### config.mk
export PLATFORM = sky130hd
export DESIGN_NAME = vga_timing_gen
export DESIGN_NICKNAME = d
export VERILOG_FILES = /design/src/rtl/vga_timing_gen.sv
export SDC_FILE = /design/constraint.sdc
export NUM_CORES = 1
export LEC_CHECK = 0
export CORE_UTILIZATION = 40
export DETAILED_ROUTE_END_ITERATION = 7
export PLACE_DENSITY_LB_ADDON = 0.1
export SYNTH_ARGS = -nofsm -noshare
export SYNTH_HDL_FRONTEND = slang
export SYNTH_SLANG_ARGS = --single-unit
### constraint.sdc
create_clock -name clk -period 3.4 [get_ports clk]
set_input_delay 0.68 -clock clk [delete_from_list [all_inputs] [get_ports clk]]
set_output_delay 0.68 -clock clk [all_outputs]
set_load 0.02 [all_outputs]
### src/rtl/vga_timing_gen.sv
// VGA raster timing generator.
// A clock-enable divider produces one pixel tick every CLK_DIV system clocks.
// On each tick the horizontal/vertical counters advance, and sync, visible-area
// and start-of-line/frame flags are re-derived from the new counter values.
// Every output is a register, so all outputs change on the same clock edge.
module vga_timing_gen #(
    parameter int CLK_DIV   = 4,
    parameter int H_VISIBLE = 640,
    parameter int H_FRONT   = 16,
    parameter int H_SYNC    = 96,
    parameter int H_BACK    = 48,
    parameter int V_VISIBLE = 480,
    parameter int V_FRONT   = 10,
    parameter int V_SYNC    = 2,
    parameter int V_BACK    = 33,
    parameter int SYNC_POL  = 0
) (
    input  logic       clk,
    input  logic       rst,
    input  logic       en,
    output logic       pixel_tick,
    output logic [9:0] h_cnt,
    output logic [9:0] v_cnt,
    output logic       hsync,
    output logic       vsync,
    output logic       valid,
    output logic       line_start,
    output logic       frame_start
);

    // Raster geometry, expressed at counter width. Totals must fit 10 bits.
    localparam int H_TOTAL = H_VISIBLE + H_FRONT + H_SYNC + H_BACK;
    localparam int V_TOTAL = V_VISIBLE + V_FRONT + V_SYNC + V_BACK;

    localparam logic [9:0] H_LAST     = 10'(H_TOTAL - 1);
    localparam logic [9:0] V_LAST     = 10'(V_TOTAL - 1);
    localparam logic [9:0] H_VIS_END  = 10'(H_VISIBLE);
    localparam logic [9:0] V_VIS_END  = 10'(V_VISIBLE);
    localparam logic [9:0] HS_START   = 10'(H_VISIBLE + H_FRONT);
    localparam logic [9:0] HS_END     = 10'(H_VISIBLE + H_FRONT + H_SYNC);
    localparam logic [9:0] VS_START   = 10'(V_VISIBLE + V_FRONT);
    localparam logic [9:0] VS_END     = 10'(V_VISIBLE + V_FRONT + V_SYNC);

    // Active and idle levels of the sync outputs.
    localparam logic SYNC_ACT  = (SYNC_POL != 0) ? 1'b1 : 1'b0;
    localparam logic SYNC_IDLE = ~SYNC_ACT;

    // Tick strobe: high on the edge that registers pixel_tick=1.
    logic w_tick;

    // Divider. With CLK_DIV=1 every enabled clock is a pixel, so no counter
    // is built at all; otherwise a small wrap counter gates the tick.
    generate
        if (CLK_DIV <= 1) begin : g_no_div
            assign w_tick = en;
        end else begin : g_div
            localparam int DW = $clog2(CLK_DIV);
            localparam logic [DW-1:0] DIV_LAST = DW'(CLK_DIV - 1);

            logic [DW-1:0] r_div;
            logic          w_div_wrap;

            assign w_div_wrap = (r_div == DIV_LAST);
            assign w_tick     = en && w_div_wrap;

            // Divider counts only while enabled so a pause resumes mid-period.
            always_ff @(posedge clk) begin
                if (rst) begin
                    r_div <= '0;
                end else if (en) begin
                    r_div <= w_div_wrap ? '0 : r_div + DW'(1);
                end
            end
        end
    endgenerate

    // Registered outputs.
    logic [9:0] r_h_cnt;
    logic [9:0] r_v_cnt;
    logic       r_hsync;
    logic       r_vsync;
    logic       r_valid;
    logic       r_pixel_tick;
    logic       r_line_start;
    logic       r_frame_start;

    // Next-pixel values; all flags are derived from these so they line up
    // with the counters they describe.
    logic [9:0] w_h_next;
    logic [9:0] w_v_next;
    logic       w_h_wrap;
    logic       w_hsync_next;
    logic       w_vsync_next;
    logic       w_valid_next;
    logic       w_line_start_next;
    logic       w_frame_start_next;

    // Counter advance and per-pixel flag decode for the upcoming pixel.
    always_comb begin
        w_h_wrap = (r_h_cnt == H_LAST);
        w_h_next = r_h_cnt + 10'd1;
        w_v_next = r_v_cnt;
        if (w_h_wrap) begin
            w_h_next = '0;
            w_v_next = (r_v_cnt == V_LAST) ? 10'd0 : r_v_cnt + 10'd1;
        end

        w_hsync_next = SYNC_IDLE;
        if ((w_h_next >= HS_START) && (w_h_next < HS_END)) begin
            w_hsync_next = SYNC_ACT;
        end

        w_vsync_next = SYNC_IDLE;
        if ((w_v_next >= VS_START) && (w_v_next < VS_END)) begin
            w_vsync_next = SYNC_ACT;
        end

        w_valid_next       = (w_h_next < H_VIS_END) && (w_v_next < V_VIS_END);
        w_line_start_next  = (w_h_next == 10'd0);
        w_frame_start_next = (w_h_next == 10'd0) && (w_v_next == 10'd0);
    end

    // Output register: reset parks the raster on its last pixel so the very
    // first tick wraps to (0,0); pulses are zero except on a tick edge.
    always_ff @(posedge clk) begin
        if (rst) begin
            r_h_cnt       <= H_LAST;
            r_v_cnt       <= V_LAST;
            r_hsync       <= SYNC_IDLE;
            r_vsync       <= SYNC_IDLE;
            r_valid       <= 1'b0;
            r_pixel_tick  <= 1'b0;
            r_line_start  <= 1'b0;
            r_frame_start <= 1'b0;
        end else begin
            r_pixel_tick  <= w_tick;
            r_line_start  <= w_tick && w_line_start_next;
            r_frame_start <= w_tick && w_frame_start_next;
            if (w_tick) begin
                r_h_cnt <= w_h_next;
                r_v_cnt <= w_v_next;
                r_hsync <= w_hsync_next;
                r_vsync <= w_vsync_next;
                r_valid <= w_valid_next;
            end
        end
    end

    assign pixel_tick  = r_pixel_tick;
    assign h_cnt       = r_h_cnt;
    assign v_cnt       = r_v_cnt;
    assign hsync       = r_hsync;
    assign vsync       = r_vsync;
    assign valid       = r_valid;
    assign line_start  = r_line_start;
    assign frame_start = r_frame_start;

endmodule

# --- Yosys cells after proc, flatten, opt, wreduce, memory -nomap -nowiden ---
# Index checks and enable logic that the tools add are counted.
classes:
  n_addsub: 3
  magnitude_cmp: 6
  n_eq_ne: 3
  n_mux: 6
  reduce_logical: 9
ops:
  columns: ["operator", "n"]
  rows:
  - ["$mux W10", 3]
  - ["$add A10 B1 Y10 const B", 2]
  - ["$eq A10 B10 Y1 const B", 2]
  - ["$logic_not A10 Y1", 2]
  - ["$lt A10 B10 Y1 const B", 2]
  - ["$lt A10 B9 Y1 const B", 2]
  - ["$ge A10 B10 Y1 const B", 1]
  - ["$ge A10 B9 Y1 const B", 1]
  - ["$logic_and A1 B1 Y1", 7]
  - ["$add A2 B1 Y2 const B", 1]
  - ["$eq A2 B2 Y1 const B", 1]
  - ["$mux W1", 2]
  - ["$mux W2", 1]
totals:
  regBits: 28
  output_inout_bits: 26

# --- Logic depth before layout (Yosys ltp) ---
# Gate-level depths: netlist of the first run.
depth:
  ltp_word: 6
  ltp_mapped: 9
  mapped_depth_nobuf: 8

# --- Worst setup path before layout of the first run ---
# No wires, ideal clock.
synth_timing:
  path_kind: "register to register"
  from: "register r_h_cnt[0] (netlist: h_cnt[0])"
  to: "register r_frame_start (netlist: frame_start)"
  setup_time_ns: 0.061
  arrival_ns: 2.336
  t_required_ns: 3.339
  path_slack_ns: 1.004
  stages_incl_launch_ff: 10
  path_buffers: 2
  cell_sequence: "dfxtp_1 ha_1 buf_4 nand4_4 or3_1 buf_6 o32a_1 a21oi_1 and4_1 and4_1"
synth_between:
  elab_chain_len: 5
  elab_cells_between_ends: 8
  cone_classes: "add/sub (1); eq/ne (1); mux (2); reduce/logical (4)"
synth_rtl:
  columns: ["item", "line_no", "rtl"]
  rows:
  - ["from (decl)", "78", "logic [9:0] r_h_cnt;"]
  - ["from (signal assigned)", "140", "r_h_cnt <= w_h_next;"]
  - ["$add A10 B1 Y10 / $eq A10 B10 Y1 (equally long branches)", "101, 100", null]
  - ["$mux W10", "103", "if (w_h_wrap) begin"]
  - ["$logic_not A10 Y1", "120", "w_frame_start_next = (w_h_next == 10'd0) && (w_v_next == 10'd0);"]
  - ["$logic_and A1 B1 Y1 *", "120", null]
  - ["$logic_and A1 B1 Y1 *", "138", "r_frame_start <= w_tick && w_frame_start_next;"]
  - ["to (signal assigned)", "138", null]
  - ["to (decl)", "85", "logic r_frame_start;"]
# Mark *: on every way between the ends. The rest lies on a longest branch, timed or not.
# A chain may end at the register's enable or synchronous reset.

# --- Worst setup path after layout of the first run ---
layout_timing:
  from: "register r_h_cnt[0] (netlist: h_cnt[0])"
  to: "register r_vsync (netlist: vsync)"
layout_between:
  elab_chain_len: 5
  elab_cells_between_ends: 6
  cone_classes: "order compare (2); eq/ne (1); mux (2); reduce/logical (1)"
layout_rtl:
  columns: ["item", "line_no", "rtl"]
  rows:
  - ["$eq A10 B10 Y1 *", "100", "w_h_wrap = (r_h_cnt == H_LAST);"]
  - ["$mux W10 *", "103", null]
  - ["$ge A10 B9 Y1 / $lt A10 B9 Y1 (equally long branches)", "114", "if ((w_v_next >= VS_START) && (w_v_next < VS_END)) begin"]
  - ["$logic_and A1 B1 Y1 *", "114", null]
  - ["$mux W1 *", "114", null]
  - ["to (signal assigned)", "143", "r_vsync <= w_vsync_next;"]
  - ["to (decl)", "81", "logic r_vsync;"]
# Marks and branches as above.

==> results of run 1 <==
[metrics by stage]
stage	util	total power (W)	setup slack [ps]	cells
final	0.494	0.000599	761	320
after global routing	0.494	0.000629	482	320
after CTS	0.494	0.000604	760	320
after detailed placement	0.484	0.000421	787	317
after global placement	0.484	0.000420	829	317
after floorplan	-	0.000401	1000	257
[worst paths after layout]
kind | start | end | cells past startpoint | slack [ps]
worst max-delay path | h_cnt[0] | vsync | 7 | 760
worst min-delay path | g_div.r_div[1] | g_div.r_div[1] | 2 | 520
worst max register to register | h_cnt[0] | vsync | 7 | 760
worst min register to register | g_div.r_div[1] | g_div.r_div[1] | 2 | 520
[registers in the layout, summed over array words and instances (netlist names)]
signal	flops
vsync	1
g_div.r_div	2
v_cnt	10
hsync	1
frame_start	1
h_cnt	10
pixel_tick	1
valid	1
line_start	1
[worst max-delay path: cells and delay by family (launching register included)]
kind | cells | cell delay, ps
adder cells (fa/ha/maj) | 1 | 380
AND/OR/NAND/NOR | 4 | 1430
flip-flops | 1 | 460
AO/OA/AOI/OAI | 1 | 130
XOR/XNOR | 1 | 110
[placed cells by master (no fill, tap or decap), types with 2 or more instances in the layout]
cell / Yosys / final
a311oi_1: 2 / 2
clkbuf_8: 0 / 3
nor4b_1: 2 / 2
buf_4: 3 / 3
o22ai_1: 2 / 2
inv_1: 6 / 6
o21ai_0: 20 / 20
and4_1: 4 / 4
nand3_1: 16 / 16
o2111ai_1: 2 / 2
nand2b_1: 2 / 2
nor4_1: 2 / 2
clkdlybuf4s50_1: 0 / 28
or3_1: 4 / 4
o311ai_0: 4 / 4
xor2_1: 4 / 4
dfxtp_1: 28 / 28
nor3_1: 12 / 12
xnor2_1: 6 / 6
ha_1: 5 / 5
and3_1: 3 / 3
a31oi_1: 4 / 4
a221o_1: 3 / 3
o32ai_1: 2 / 2
a211oi_1: 2 / 2
nand2_1: 32 / 32
a21oi_1: 21 / 21
nor2_1: 22 / 22
[logic make-up after synthesis]
| logic type | share of synthesized area |
|---|---|
| and+or+nand+nor | 0.294 |
| AOI/OAI and AO/OA | 0.255 |
| buffers and inverters | 0.0761 |
| DFF | 0.291 |
| xor gates and xnor gates | 0.0455 |
| adders and majority gates | 0.0325 |
| muxes | 0.00521 |
[power breakdown]
part / total, W / leakage, nW / switching (W) / internal, W
sequential: 0.000338 / 0.226 / 0.00000638 / 0.000332
clock: 0.000185 / 0.0216 / 0.000105 / 0.0000797
combinational: 0.0000755 / 0.510 / 0.0000451 / 0.0000304
total: 0.000599 / 0.758 / 0.000157 / 0.000442
[layout make-up]
cell class              instances  area, um^2  area share
repair buffers                 31         303       0.137
well taps                      52        65.1      0.0295
multi-input cells             200        1220       0.551
inverters                       6        22.5      0.0102
flip-flops and latches         28         561       0.254
clock buffers                   3        41.3      0.0187
[routing by layer]
layer | GRT usage | vias up | share of wire
li1 | - | 970 | -
met5 | 0 | - | 0
met1 | 0.320 | 857 | 0.51
met3 | 0.0394 | 4 | 0.055
met2 | 0.327 | 62 | 0.42
met4 | 0.0422 | 0 | 0.0088
==> run summary, run 1 <==
outcome: finished clean
gr ovfl total: 0
Synth area leaders: dfxtp_1 29%, nand2_1 6.2%, a21oi_1 5.5%, o21ai_0 5.2%, nor2_1 4.3%
Distinct cells, synth: 53
die area: 5090 um^2
Async SR Flop Fraction: 0
H-tree depth: 1
Final Skew: 2.64 ps
PwrDens: 271 nW/um^2
Core ar.: 4470 um^2
largest net degree at the start of global routing: 21
initial detailed-routing violation count: 155
DRC errors left: 0
Crit. End Element: flop
Worst-Skew Late Latency: 270 ps
drt first pass iters: 4
CTS tree: yes
Initial Util: 0.430
top cells by count, synth: 32 x nand2_1, 28 x dfxtp_1, 22 x nor2_1, 21 x a21oi_1, 20 x o21ai_0
Critical Path Slowest Stage Cell: or3_1
crit start category: flop
ys flop type: dfxtp_1
crit share post-route: 0.776
Yosys reg bits: 28
CP Class: flop to flop
antenna viol nets, final: 0
slew margin rel.: 0.639
post-CTS setup buffer count: 0
synth warn: 0
vias in the first global route: 1,734
Post-DP HPWL: 3480 um
Port Buffers: 28
first-pass GRT wire length: 8800 um
final hold vios: 0
PostCTS Resize Cnt: 0
Total GRT Usage: 0.216
Final min period: 2640 ps
crit path DAT: 2790 ps
Mean Syn Cell Area: 7.48 um^2
leading area contributor after synthesis: dfxtp_1
Max Cap Violations: 0
placer's final routability congestion estimate: 0.861
placed cell area: 2170 um^2
Syn Nets: 265
vias per cell: 5.92
WP data required: 3550 ps
synthesized cell area: 1920 um^2
fin nets: 278
post-synthesis sequential area ratio: 0.291
Final Setup Violations: 0
die height: 71.3 um
post-route cell area: 2210 um^2
maximum clock rate: 379 MHz
setup_tns: 0 ps
Synth top area share: 0.291
Ant. Diodes: 0
Post-synth EDFFs: 0
Hold Path Class: flop to flop
Post-Syn Instances: 257
via count: 1,893
CTS Sinks: 28
unrepaired setup endpoints after global routing: no
clk buf depth: 2
WHS: 518 ps
DR WL/cell: 15.9 um
Reg clk slew, reported paths: 100 ps
hold_buf cts: 0
max incr delay on CP: 590 ps
count of final max-slew check failures: 0
DRT Wirelength: 5090 um
Num CTS Buffers: 3
layout cells sized above 1: 0.0410
Horiz. Die Dim: 71.3 um
initial antenna violation count: 0
most numerous cell in the Yosys netlist: nand2_1
Root Buffer: clkbuf_8
Max FO, Critical Path: 10
Area growth syn-to-layout: 14.8%
Leak: 0.758 nW
IO Count: 29
CP cell instances: ha_1 -> nand4_4 -> or3_1 -> nor3_2 -> xnor2_1 -> nor4b_1 -> a31oi_1
Core Rows: 24
fillers: 470
maximum vdd drop: 235 uV
Tightest Pin Transition: 537 ps
Note: power is estimated with default switching activity, not from simulation.
==> run 2, diff against run 1 <==
==> constraint.sdc (replaced) <==
create_clock -name clk -period 2.5 [get_ports clk]
set_input_delay 0.5 -clock clk [delete_from_list [all_inputs] [get_ports clk]]
set_output_delay 0.5 -clock clk [all_outputs]
set_load 0.02 [all_outputs]
==> run summary, run 2 (synthesis results as in run 1) <==
WP data required: 2650 ps
FF-to-FF End: valid
vias per cell: 5.87
IO Count: 29
PwrDens: 354 nW/um^2
Clock Power Share: 0.308
combinational share of power: 0.139
vias in the first global route: 1,762
pre-CTS WS: 287 ps
Reg power frac: 0.553
Port Buffers: 28
CP cell instances: nand4_4 -> or3_1 -> nor3_2 -> xnor2_1 -> nor4b_1 -> a211oi_1
die height: 71.3 um
post-CTS setup buffer count: 0
drt first pass iters: 5
Tightest Pin Transition: 594 ps
Final Skew: 13.3 ps
largest net degree at the start of global routing: 20
Int Power: 0.000608 W
Core Rows: 24
WHS: 524 ps
max incr delay on CP: 570 ps
Num CTS Buffers: 3
DRT Wirelength: 5130 um
commonest non-fill, non-tap cell in the layout: nand2_1
setup ws final: 273 ps
Critical Path Slowest Stage Cell: dfxtp_1
fillers: 436
via count: 1,977
R2R Setup Slk: 270 ps
sw frac: 0.265
CTS tree: yes
antenna viol nets, final: 0
Hold Path End: g_div.r_div[1]
Horiz. Die Dim: 71.3 um
die area: 5090 um^2
Area growth syn-to-layout: 21.5%
crit path DAT: 2380 ps
Crit. End Element: flop
Total GRT Usage: 0.214
CTS Sinks: 28
crit share post-route: 0.891
H-tree depth: 1
placer's final routability congestion estimate: 0.906
first-pass GRT wire length: 8750 um
crit start category: flop
Hold Path Class: flop to flop
Critical path origin: h_cnt[4]
layout cells sized above 1: 0.0982
initial detailed-routing violation count: 171
slew margin rel.: 0.601
Post-DP HPWL: 3740 um
Initial Util: 0.430
WHS Path Cells: 2
most frequent cells in the layout: 32 x nand2_1, 28 x dfxtp_1, 28 x clkdlybuf4s50_1
maximum vdd drop: 230 uV
Leak: 0.837 nW
Final Setup Violations: 0
initial antenna violation count: 0
setup_tns: 0 ps
DR WL/cell: 15.2 um
final hold vios: 0
Ant. Diodes: 0
worst path bufs/invs: 0
unrepaired setup endpoints after global routing: no
count of final max-slew check failures: 0
Worst-Skew Late Latency: 280 ps
P_sw: 0.000219 W
fin nets: 295
outcome: finished clean
fin util: 0.522
Final min period: 2230 ps
gr ovfl total: 0
r2r worst-path depth: 6
clk buf depth: 2
Root Buffer: clkbuf_8
Reg clk slew, reported paths: 100 ps
fin cells: 337
reg-to-reg startpoint: h_cnt[4]
dpl cells: 334
Max FO, Critical Path: 11
DRC errors left: 0
hold_sp: g_div.r_div[1]
PostCTS Resize Cnt: 0
maximum clock rate: 449 MHz
Core ar.: 4470 um^2
Crit path max-delay family: simple AND/OR/NAND/NOR gates
Max Cap Violations: 0
CP Class: flop to flop
hold_buf cts: 0
-- run 2: worst max-delay path by stage --
stage          slack (ps)  cells after the start          end
2_1_floorplan         100                      9  frame_start
3_3_place_gp          320                      8        vsync
3_5_place_dp          290                      8  frame_start
5_1_grt                60                      8  frame_start
6_report              270                      6        valid
4_1_cts               260                      8  frame_start
-- run 2: through the flow --
stage	instance area [um^2]	total power (W)
finish	2340	0.000827
detailed placement	2290	0.000581
global route	2340	0.000871
floorplan	1920	0.000546
global placement	2290	0.000582
CTS	2340	0.000833
-- run 2: layout make-up --
cell class,count,area (um^2),share of cell area
Timing Repair Buffer,48,430,0.184
Multi-Input combinational cell,200,1220,0.521
Sequential cell,28,561,0.240
Tap cell,52,65.1,0.0279
Inverter,6,22.5,0.00964
Clock buffer,3,41.3,0.0177
-- run 2: worst min-delay path, cell delays in order, from the launching register on --
cell     delay, ps
dfxtp_1        350
mux2i_1         70
nor2_1          80
-- run 2: power by group through the flow --
stage | clock network (W) | logic, W | registers (W)
final | 0.000254 | 0.000115 | 0.000457
after global routing | 0.000285 | 0.000128 | 0.000459
after CTS | 0.000261 | 0.000115 | 0.000457
after detailed placement | 0 | 0.000114 | 0.000468
after global placement | 0 | 0.000114 | 0.000468
after floorplan | 0 | 0.0000765 | 0.000469
-- run 2: per-layer routing --
| metal | wire length [um] | vias to the layer above | GRT usage | part of all wire |
|---|---|---|---|---|
| li1 | - | 1004 | - | - |
| met1 | 2680 | 920 | 0.335 | 0.52 |
| met2 | 2180 | 49 | 0.312 | 0.42 |
| met3 | 243 | 4 | 0.0281 | 0.047 |
| met4 | 38 | 0 | 0.0422 | 0.0074 |
| met5 | 0 | - | 0 | 0 |
==> run 3, diff against run 2 <==
--- a/config.mk
+++ b/config.mk
@@ -6,6 +6,7 @@
 export NUM_CORES = 1
 export LEC_CHECK = 0
 export CORE_UTILIZATION = 40
+export CTS_CLUSTER_DIAMETER = 80
 export DETAILED_ROUTE_END_ITERATION = 7
 export PLACE_DENSITY_LB_ADDON = 0.1
 export SYNTH_ARGS = -nofsm -noshare
==> results of run 3 <==
The final DEF is identical to that of run 2; final timing and power are the same.
